[src/rtl/mux_scan_ctrl.sv]
`default_nettype none
// ============================================================================
// Module      : mux_scan_ctrl
// Description : Sequential scanner in front of a 16:1 bit multiplexer.
//               Steps the 4-bit select through channels 0..15, holds each
//               enabled channel for SETTLE_CYCLES cycles before sampling,
//               assembles the 16 samples into a word and presents it on a
//               valid/ready handshake. One-shot or continuous scanning with
//               a per-channel enable mask captured at the start of each scan.
//
// Parameters  : SETTLE_CYCLES  cycles sel is held before sampling (1..15)
//
// Ports       : clk      in   clock, rising edge
//               rst_n    in   asynchronous active-low reset
//               start    in   begin a scan (honoured only when idle)
//               cont     in   continuous mode, captured with start
//               chan_en  in   16-bit channel enable, captured per scan
//               mux_out  in   multiplexer output bit
//               sel      out  registered multiplexer select
//               data     out  assembled scan word, data[k] from sel==k
//               valid    out  data valid
//               ready    in   downstream accepts when valid && ready
//               busy     out  high whenever not idle
//
// Revision    : 1.0  initial release
// ============================================================================
module mux_scan_ctrl #(
    parameter int SETTLE_CYCLES = 2
) (
    input  logic        clk,
    input  logic        rst_n,
    input  logic        start,
    input  logic        cont,
    input  logic [15:0] chan_en,
    input  logic        mux_out,
    output logic [3:0]  sel,
    output logic [15:0] data,
    output logic        valid,
    input  logic        ready,
    output logic        busy
);

    typedef enum logic [1:0] {
        ST_IDLE   = 2'd0,
        ST_SETTLE = 2'd1,
        ST_SAMPLE = 2'd2,
        ST_DONE   = 2'd3
    } state_t;

    localparam logic [3:0] C_SETTLE_LOAD = 4'(SETTLE_CYCLES - 1);
    localparam logic [3:0] C_LAST_CHAN   = 4'd15;

    state_t      r_state;
    logic [3:0]  r_sel;
    logic [3:0]  r_cnt;
    logic [15:0] r_shadow;
    logic [15:0] r_en;
    logic        r_cont;
    logic [15:0] r_data;
    logic        r_valid;

    state_t      w_state_nxt;
    logic [3:0]  w_sel_nxt;
    logic [3:0]  w_cnt_nxt;
    logic [15:0] w_shadow_nxt;
    logic [15:0] w_en_nxt;
    logic        w_cont_nxt;
    logic [15:0] w_data_nxt;
    logic        w_valid_nxt;
    logic [3:0]  w_sel_inc;
    logic        w_handshake;
    logic        w_launch;

    assign w_sel_inc   = r_sel + 4'd1;
    assign w_handshake = r_valid && ready;

    // A new scan launches from IDLE on start, or back-to-back from DONE on
    // the handshake edge when the job is continuous.
    assign w_launch = ((r_state == ST_IDLE) && start) ||
                      ((r_state == ST_DONE) && w_handshake && r_cont);

    always_ff @(posedge clk or negedge rst_n) begin
        if (!rst_n) begin
            r_state  <= ST_IDLE;
            r_sel    <= 4'd0;
            r_cnt    <= 4'd0;
            r_shadow <= 16'd0;
            r_en     <= 16'd0;
            r_cont   <= 1'b0;
            r_data   <= 16'd0;
            r_valid  <= 1'b0;
        end else begin
            r_state  <= w_state_nxt;
            r_sel    <= w_sel_nxt;
            r_cnt    <= w_cnt_nxt;
            r_shadow <= w_shadow_nxt;
            r_en     <= w_en_nxt;
            r_cont   <= w_cont_nxt;
            r_data   <= w_data_nxt;
            r_valid  <= w_valid_nxt;
        end
    end

    always_comb begin
        w_state_nxt  = r_state;
        w_sel_nxt    = r_sel;
        w_cnt_nxt    = r_cnt;
        w_shadow_nxt = r_shadow;
        w_en_nxt     = r_en;
        w_cont_nxt   = r_cont;
        w_data_nxt   = r_data;
        w_valid_nxt  = r_valid;

        case (r_state)
            ST_IDLE: begin
                w_sel_nxt = 4'd0;
            end

            ST_SETTLE: begin
                if (r_cnt == 4'd0) begin
                    w_state_nxt = ST_SAMPLE;
                end else begin
                    w_cnt_nxt = r_cnt - 4'd1;
                end
            end

            ST_SAMPLE: begin
                // Disabled channels are forced to 0 regardless of mux_out.
                w_shadow_nxt[r_sel] = mux_out & r_en[r_sel];
                if (r_sel == C_LAST_CHAN) begin
                    w_data_nxt  = w_shadow_nxt;
                    w_valid_nxt = 1'b1;
                    w_state_nxt = ST_DONE;
                end else begin
                    w_sel_nxt = w_sel_inc;
                    if (r_en[w_sel_inc]) begin
                        w_cnt_nxt   = C_SETTLE_LOAD;
                        w_state_nxt = ST_SETTLE;
                    end else begin
                        w_state_nxt = ST_SAMPLE;
                    end
                end
            end

            ST_DONE: begin
                // sel stays at 15 and data/valid hold until accepted.
                if (w_handshake) begin
                    w_valid_nxt = 1'b0;
                    if (!r_cont) begin
                        w_sel_nxt   = 4'd0;
                        w_state_nxt = ST_IDLE;
                    end
                end
            end

            default: begin
                w_state_nxt = ST_IDLE;
                w_sel_nxt   = 4'd0;
            end
        endcase

        // Launch overrides the per-state defaults above: capture the job
        // controls, clear the partial word and start at channel 0.
        if (w_launch) begin
            w_cont_nxt   = (r_state == ST_IDLE) ? cont : r_cont;
            w_en_nxt     = chan_en;
            w_sel_nxt    = 4'd0;
            w_shadow_nxt = 16'd0;
            if (chan_en[0]) begin
                w_cnt_nxt   = C_SETTLE_LOAD;
                w_state_nxt = ST_SETTLE;
            end else begin
                w_state_nxt = ST_SAMPLE;
            end
        end
    end

    assign sel   = r_sel;
    assign data  = r_data;
    assign valid = r_valid;
    assign busy  = (r_state != ST_IDLE);

endmodule
`default_nettype wire

[config.mk]
export PLATFORM = sky130hd
export DESIGN_NAME = mux_scan_ctrl
export DESIGN_NICKNAME = d
export VERILOG_FILES = /design/src/rtl/mux_scan_ctrl.sv
export SDC_FILE = /design/constraint.sdc
export NUM_CORES = 1
export LEC_CHECK = 0
export ABC_AREA = 1
export CAP_MARGIN = 20
export CORE_ASPECT_RATIO = 0.75
export CORE_MARGIN = 1
export CORE_UTILIZATION = 42
export CTS_BUF_LIST = sky130_fd_sc_hd__clkbuf_2
export CTS_CLUSTER_DIAMETER = 50
export DETAILED_ROUTE_END_ITERATION = 8
export SYNTH_ARGS = -nofsm -noshare
export SYNTH_HDL_FRONTEND = slang
export SYNTH_SLANG_ARGS = --single-unit
[constraint.sdc]
create_clock -name clk -period 4.2 [get_ports clk]
set_input_delay 0.84 -clock clk [delete_from_list [all_inputs] [get_ports clk]]
set_output_delay 0.84 -clock clk [all_outputs]
set_load 0.02 [all_outputs]
; After elaboration in Yosys (flattened, before gate mapping)
; Cells that the tools add are included.
[totals]
elab_cells = 73
out_inout_bits = 22
input_bits = 22
reg_bits = 60
[classes]
n_lt_le_gt_ge = 3
addsub = 2
n_eq_ne = 10
n_reduce_logical = 18
bitwise = 1
mux = 31
[ops]
columns = operator, count
row1 = two-way mux 4 bit, 9
row2 = two-way mux 16 bit, 2
row3 = bitwise mux 16 bit, 1
row4 = two-way mux 2 bit, 7
row5 = "inequality test 3 bit, second input constant", 4
row6 = case mux 4 bit (3 select lines), 1
row7 = "< comparator 4 x 5 -> 1 bit, second input constant", 2
row8 = binary-select mux 1 bit (select 4 bit), 2
row9 = case mux 4 bit (2 select lines), 1
row10 = AND reduction 4 bit, 2
row11 = nonzero test 4 bit, 2
row12 = case mux 2 bit (3 select lines), 1
row13 = nonzero test 2 bit, 3
row14 = logical AND 1 bit, 5
row15 = two-way mux 1 bit, 5
row16 = "adder 4 x 1 -> 4 bit, second input constant", 1
row17 = demux 1 bit (select 4 bit), 1
row18 = "== test 2 bit, second input constant", 2
row19 = "== test 4 bit, second input constant", 1
row20 = ">= comparator 4 x 1 -> 1 bit, second input constant", 1
row21 = logical NOT 4 bit, 1
row22 = "inequality test 2 bit, second input constant", 2
row23 = AND reduction 2 bit, 2
row24 = "subtractor 4 x 1 -> 4 bit, second input constant", 1
row25 = other kinds (6), 6

; Depth between registers and ports, before layout
[logic_depth]
depth_word = 8
depth_mapped = 13
ltp_nobuf = 13

; Least setup slack after synthesis
; OpenSTA, ideal clock, no wires.
[synth_path]
path_type = reg2reg
startpoint = register r_sel[0] (netlist: sel[0])
endpoint = register r_cnt[1]
path_stages_with_launch = 14
synth_period_minus_slack_ns = 1.963
path_buffers = 1
setup_time_ns = 0.124
required_time_ns = 4.076
path_slack_ns = 2.237
arrival_ns = 1.839
cell_sequence = dfrtp_1 inv_2 buf_2 ha_1 inv_1 nand3_1 nand3_1 nand3_1 nand2_1 nand2_2 nand2_2 nand2_2 nand2_1 a21oi_1
[synth_between]
elab_chain_cells = 8
word_cells_on_any_way = 9
cone_classes = 1 x add/sub / 1 x eq/ne / 7 x mux
[synth_rtl]
columns = element, line_no
row1 = "start, declared", 54  ; logic [3:0] r_sel;
row2 = "start signal, assigned", 94  ; r_sel <= w_sel_nxt;
row3 = adder 4 x 1 -> 4 bit, 74  ; assign w_sel_inc = r_sel + 4'd1;
row4 = binary-select mux 1 bit (select 4 bit), 136  ; if (r_en[w_sel_inc]) begin
row5 = two-way mux 1 bit (not written as such), 136
row6 = two-way mux 4 bit, 136
row7 = two-way mux 4 bit (*), 130  ; if (r_sel == C_LAST_CHAN) begin
row8 = case mux 4 bit (2 select lines) (*), 114  ; case (r_state)
row9 = two-way mux 4 bit, 169  ; if (chan_en[0]) begin
row10 = two-way mux 4 bit (*), 164  ; if (w_launch) begin
row11 = net w_cnt_nxt[1], 64  ; logic [3:0] w_cnt_nxt;
row12 = "end signal, assigned", 95  ; r_cnt <= w_cnt_nxt;
row13 = "end, declared", 55  ; logic [3:0] r_cnt;
; The timed path passes the listed nets; every way through them passes the cells marked *. The select of a mux whose other input is x is not followed.
; A chain may end at the register's enable or synchronous reset.

; Worst setup path in the final report
[layout_path]
startpoint = register r_sel[0] (netlist: sel[0])
endpoint = output sel[0]
[layout_rtl]
columns = element, line_no
row1 = "end, declared", 36  ; output logic [3:0] sel,
; No word-level cell between the ends.

==> results_dict.tcl <==
set metrics [dict create \
    wl_per_cell_um 12.5 \
    h-tree-depth 3 \
    cts_tree "yes" \
    pwr_dens_nw_per_um2 632 \
    postRouteWirelength_mm 7.25 \
    cp.arrival_ns 2.12 \
    grt_max_degree 37 \
    met2_usage_pct 29.5 \
    first_pass_grt_wire_length_mm 12.3 \
    capturing_element_type_of_the_critical_path "output pin" \
    placement.setup.worst_slack_ns 1.28 \
    cp_slowest_stage_delay_ns 0.88 \
    setup_violations 0 \
    globalRouteOverflowTotal 0 \
    dpl.hpwl_mm 5.11 \
    holdCritPathClass "in2async" \
    average_vias_per_placed_instance 4.82 \
    cp_max_fo 23 \
    antenna-diode-count 0 \
    yosysTopAreaCellShare_pct 45.9 \
    max_cap_violations 0 \
    rr_startpoint "sel[0]$_DFFE_PN0P_" \
    drtPass1Iterations 4 \
    r2r_setup_slack_ns 1.55 \
    via_count 2800 \
    track_usage_pct 20.2 \
    postSynthNetCount 462 \
    fp.dieArea_sq_um 8010 \
    worstMarginPinSlew_ns 0.784 \
    fp.coreArea_sq_um 7360 \
    power.share.combinational_pct 46.6 \
    post_layout_min_period_ns 2.96 \
    grt_antenna_before_repair 0 \
    synth_seq_area_share_pct 45.9 \
    switching_power_total_mw 1.09 \
    r2r-end "r_cnt[3]$_DFF_PN0_" \
    path_buf_inv 1 \
    postCtsResizedCells 0 \
    cts_inserted_buffers 9 \
    synth.ff_latch_count 59 \
    slowest_stage "dfrtp_1" \
    largest_buffer_count_on_any_clock_path 2 \
    setup.worst_path.class "reg2out" \
    seq_pwr_share_pct 36.4 \
    sum_of_negative_setup_slack_ns 0 \
    required_ns 3.36 \
    initial_core_util_pct 43.7 \
    timing.reg2reg.worst_path_depth 12 \
    nNetsFinal 506 \
    finalWeightedCongestion 0.785 \
    met1_demand_to_capacity_share_in_global_routing_pct 28.6 \
    maximum_clock_frequency_mhz 337 \
    yosys_warnings 0 \
    antenna_violating_nets_post_route 0 \
    cts.clk_slew.worst_paths_ns 0.17 \
    die_width_um 103 \
    drc_errors 0 \
    timing.final.ws_setup_ns 1.24 \
    netlist_instances 431 \
    power_frac_clock_pct 17.0 \
    power.internal_mw 1.34 \
    finalCritPeriodShare_pct 70.6 \
    total_power_consumption_of_the_routed_design_mw 2.42 \
    via_count_of_the_first_global_routing_pass 2647 \
    irDropWorstVdd_mv 0.477 \
    synth.avg_cell_area_sq_um 7.46 \
    ios 44 \
    fp-row-count 27 \
    maxSlewHeadroom_pct 47.6 \
    synth.lib_cells_used.distinct 27 \
    yosys-top-cells-area "dfrtp_1 (46%), nand2_1 (21%), inv_1 (5.4%)" \
    clock_sinks 59 \
    holdBufCountCts 0 \
    timing.clock.skew_ns 0.0255 \
    insertion_delay_of_the_later_clocked_pin_in_the_worst_skew_pair_ns 0.51 \
    total_leakage_power_nw 1.82 \
    place.port_buffers 43 \
    drtIter0Drc 124 \
    global_route_met3_usage_pct 5.50 \
    busiest_layer "met2" \
    family_with_the_most_delay_on_the_worst_path "flip-flops" \
    cts.repair_timing.setup_buffer_count 0 \
    critical_path.cell_chain "clkdlybuf4s50_1" \
    synth_top_area_cell "dfrtp_1" \
    area_overhead_of_the_layout_relative_to_synthesis_pct 19.2 \
    drive_above_1_share_pct 9.17 \
    run_status "finished clean" \
    worstSetupStartpointType "register" \
    hold_viol 0 \
    rsz0062_at_grt "false" \
    report.final.slew_viol_count 0 \
    mappedNetlistArea_sq_um 3220 \
    clk_root_buffer_cell "clkbuf_2" \
    die-height_um 77.8 \
    swShare_pct 44.8 \
]
## power by group through the flow
stage	clock network (mW)	registers, mW	logic [mW]
6_report	0.413	0.881	1.13
5_1_grt	0.444	0.902	1.29
4_1_cts	0.426	0.879	1.13
3_5_place_dp	0	0.888	1.13
3_3_place_gp	0	0.887	1.11
2_1_floorplan	0	0.865	0.873
## layer usage
metal  part of all wire, %  vias up
met5                     0        -
met4                   1.3        0
met3                   5.1        8
met2                    43       62
met1                    51     1294
li1                      -     1436
## cell usage after synthesis, drive strengths merged
| cell type | n |
|---|---|
| xor2 | 4 |
| dfrtp | 59 |
| nor2 | 20 |
| o211ai | 2 |
| nand3 | 22 |
| o22ai | 4 |
| o21ai | 44 |
| nand4 | 2 |
| a22oi | 1 |
| clkbuf | 3 |
| a21oi | 14 |
| nand2 | 184 |
| inv | 54 |
| ha | 9 |
| buf | 8 |
| o21a | 1 |
## area by class of cell
class | count | area [sq um]
fill | 773 | 3530
sequential | 59 | 1480
multi-input combinational | 307 | 1460
timing repair buffer | 44 | 433
inverter | 54 | 203
tap | 101 | 126
clock inverter | 6 | 80.1
clock buffer | 10 | 50.0
## per-stage QoR
step / cells / hold slack (ns) / utilization (%) / instance area, sq um
detailed placement: 565 / 0.464 / 50.3 / 3700
floorplan: 431 / 0.449 / - / 3220
global route: 581 / 0.406 / 52.0 / 3830
finish: 581 / 0.383 / 52.0 / 3830
global placement: 565 / 0.462 / 50.3 / 3700
CTS: 581 / 0.377 / 52.0 / 3830
## layout by cell type, fill, tap and decap left out, types with 4 or more instances in the layout
master           instances
inv_1                   46
o21ai_0                 29
o21ai_1                  5
dfrtp_1                 59
nand2_2                  5
a21oi_1                 14
nand2_1                179
inv_2                    8
xor2_1                   4
clkbuf_2                10
o21ai_2                  9
nor2_1                  16
nand3_1                 21
ha_1                     9
clkdlybuf4s50_1         42
o22ai_1                  4
## flip-flops by register name, indices dropped and copies added, names as in the netlist
signal	count
data	16
r_cnt	4
r_cont	1
r_en	16
r_shadow	15
r_state	2
sel	4
valid	1
## logic make-up (layout without fill, tap and decap cells)
logic type,Yosys count,count (layout),synth area share [%]
AO/OA/AOI/OAI,66,66,12.1
XOR/XNOR,4,4,1.09
buffers and inverters,65,114,8.56
flip-flops,59,59,45.9
adder cells (fa/ha/maj),9,9,3.50
AND/OR/NAND/NOR,228,228,28.8
## worst max path at each step
stage | from | cells past startpoint | slack [ns] | endpoint
detailed placement | ready | 7 | 1.28 | r_state[0]$_DFFE_PN0P_
finish | sel[0]$_DFFE_PN0P_ | 1 | 1.24 | sel[0]
CTS | sel[0]$_DFFE_PN0P_ | 1 | 1.21 | sel[0]
global route | sel[0]$_DFFE_PN0P_ | 1 | 1.11 | sel[0]
global placement | ready | 7 | 1.35 | r_state[0]$_DFFE_PN0P_
floorplan | sel[0]$_DFFE_PN0P_ | 13 | 2.24 | r_cnt[1]$_DFF_PN0_
Note: power is estimated with default switching activity, not from simulation.
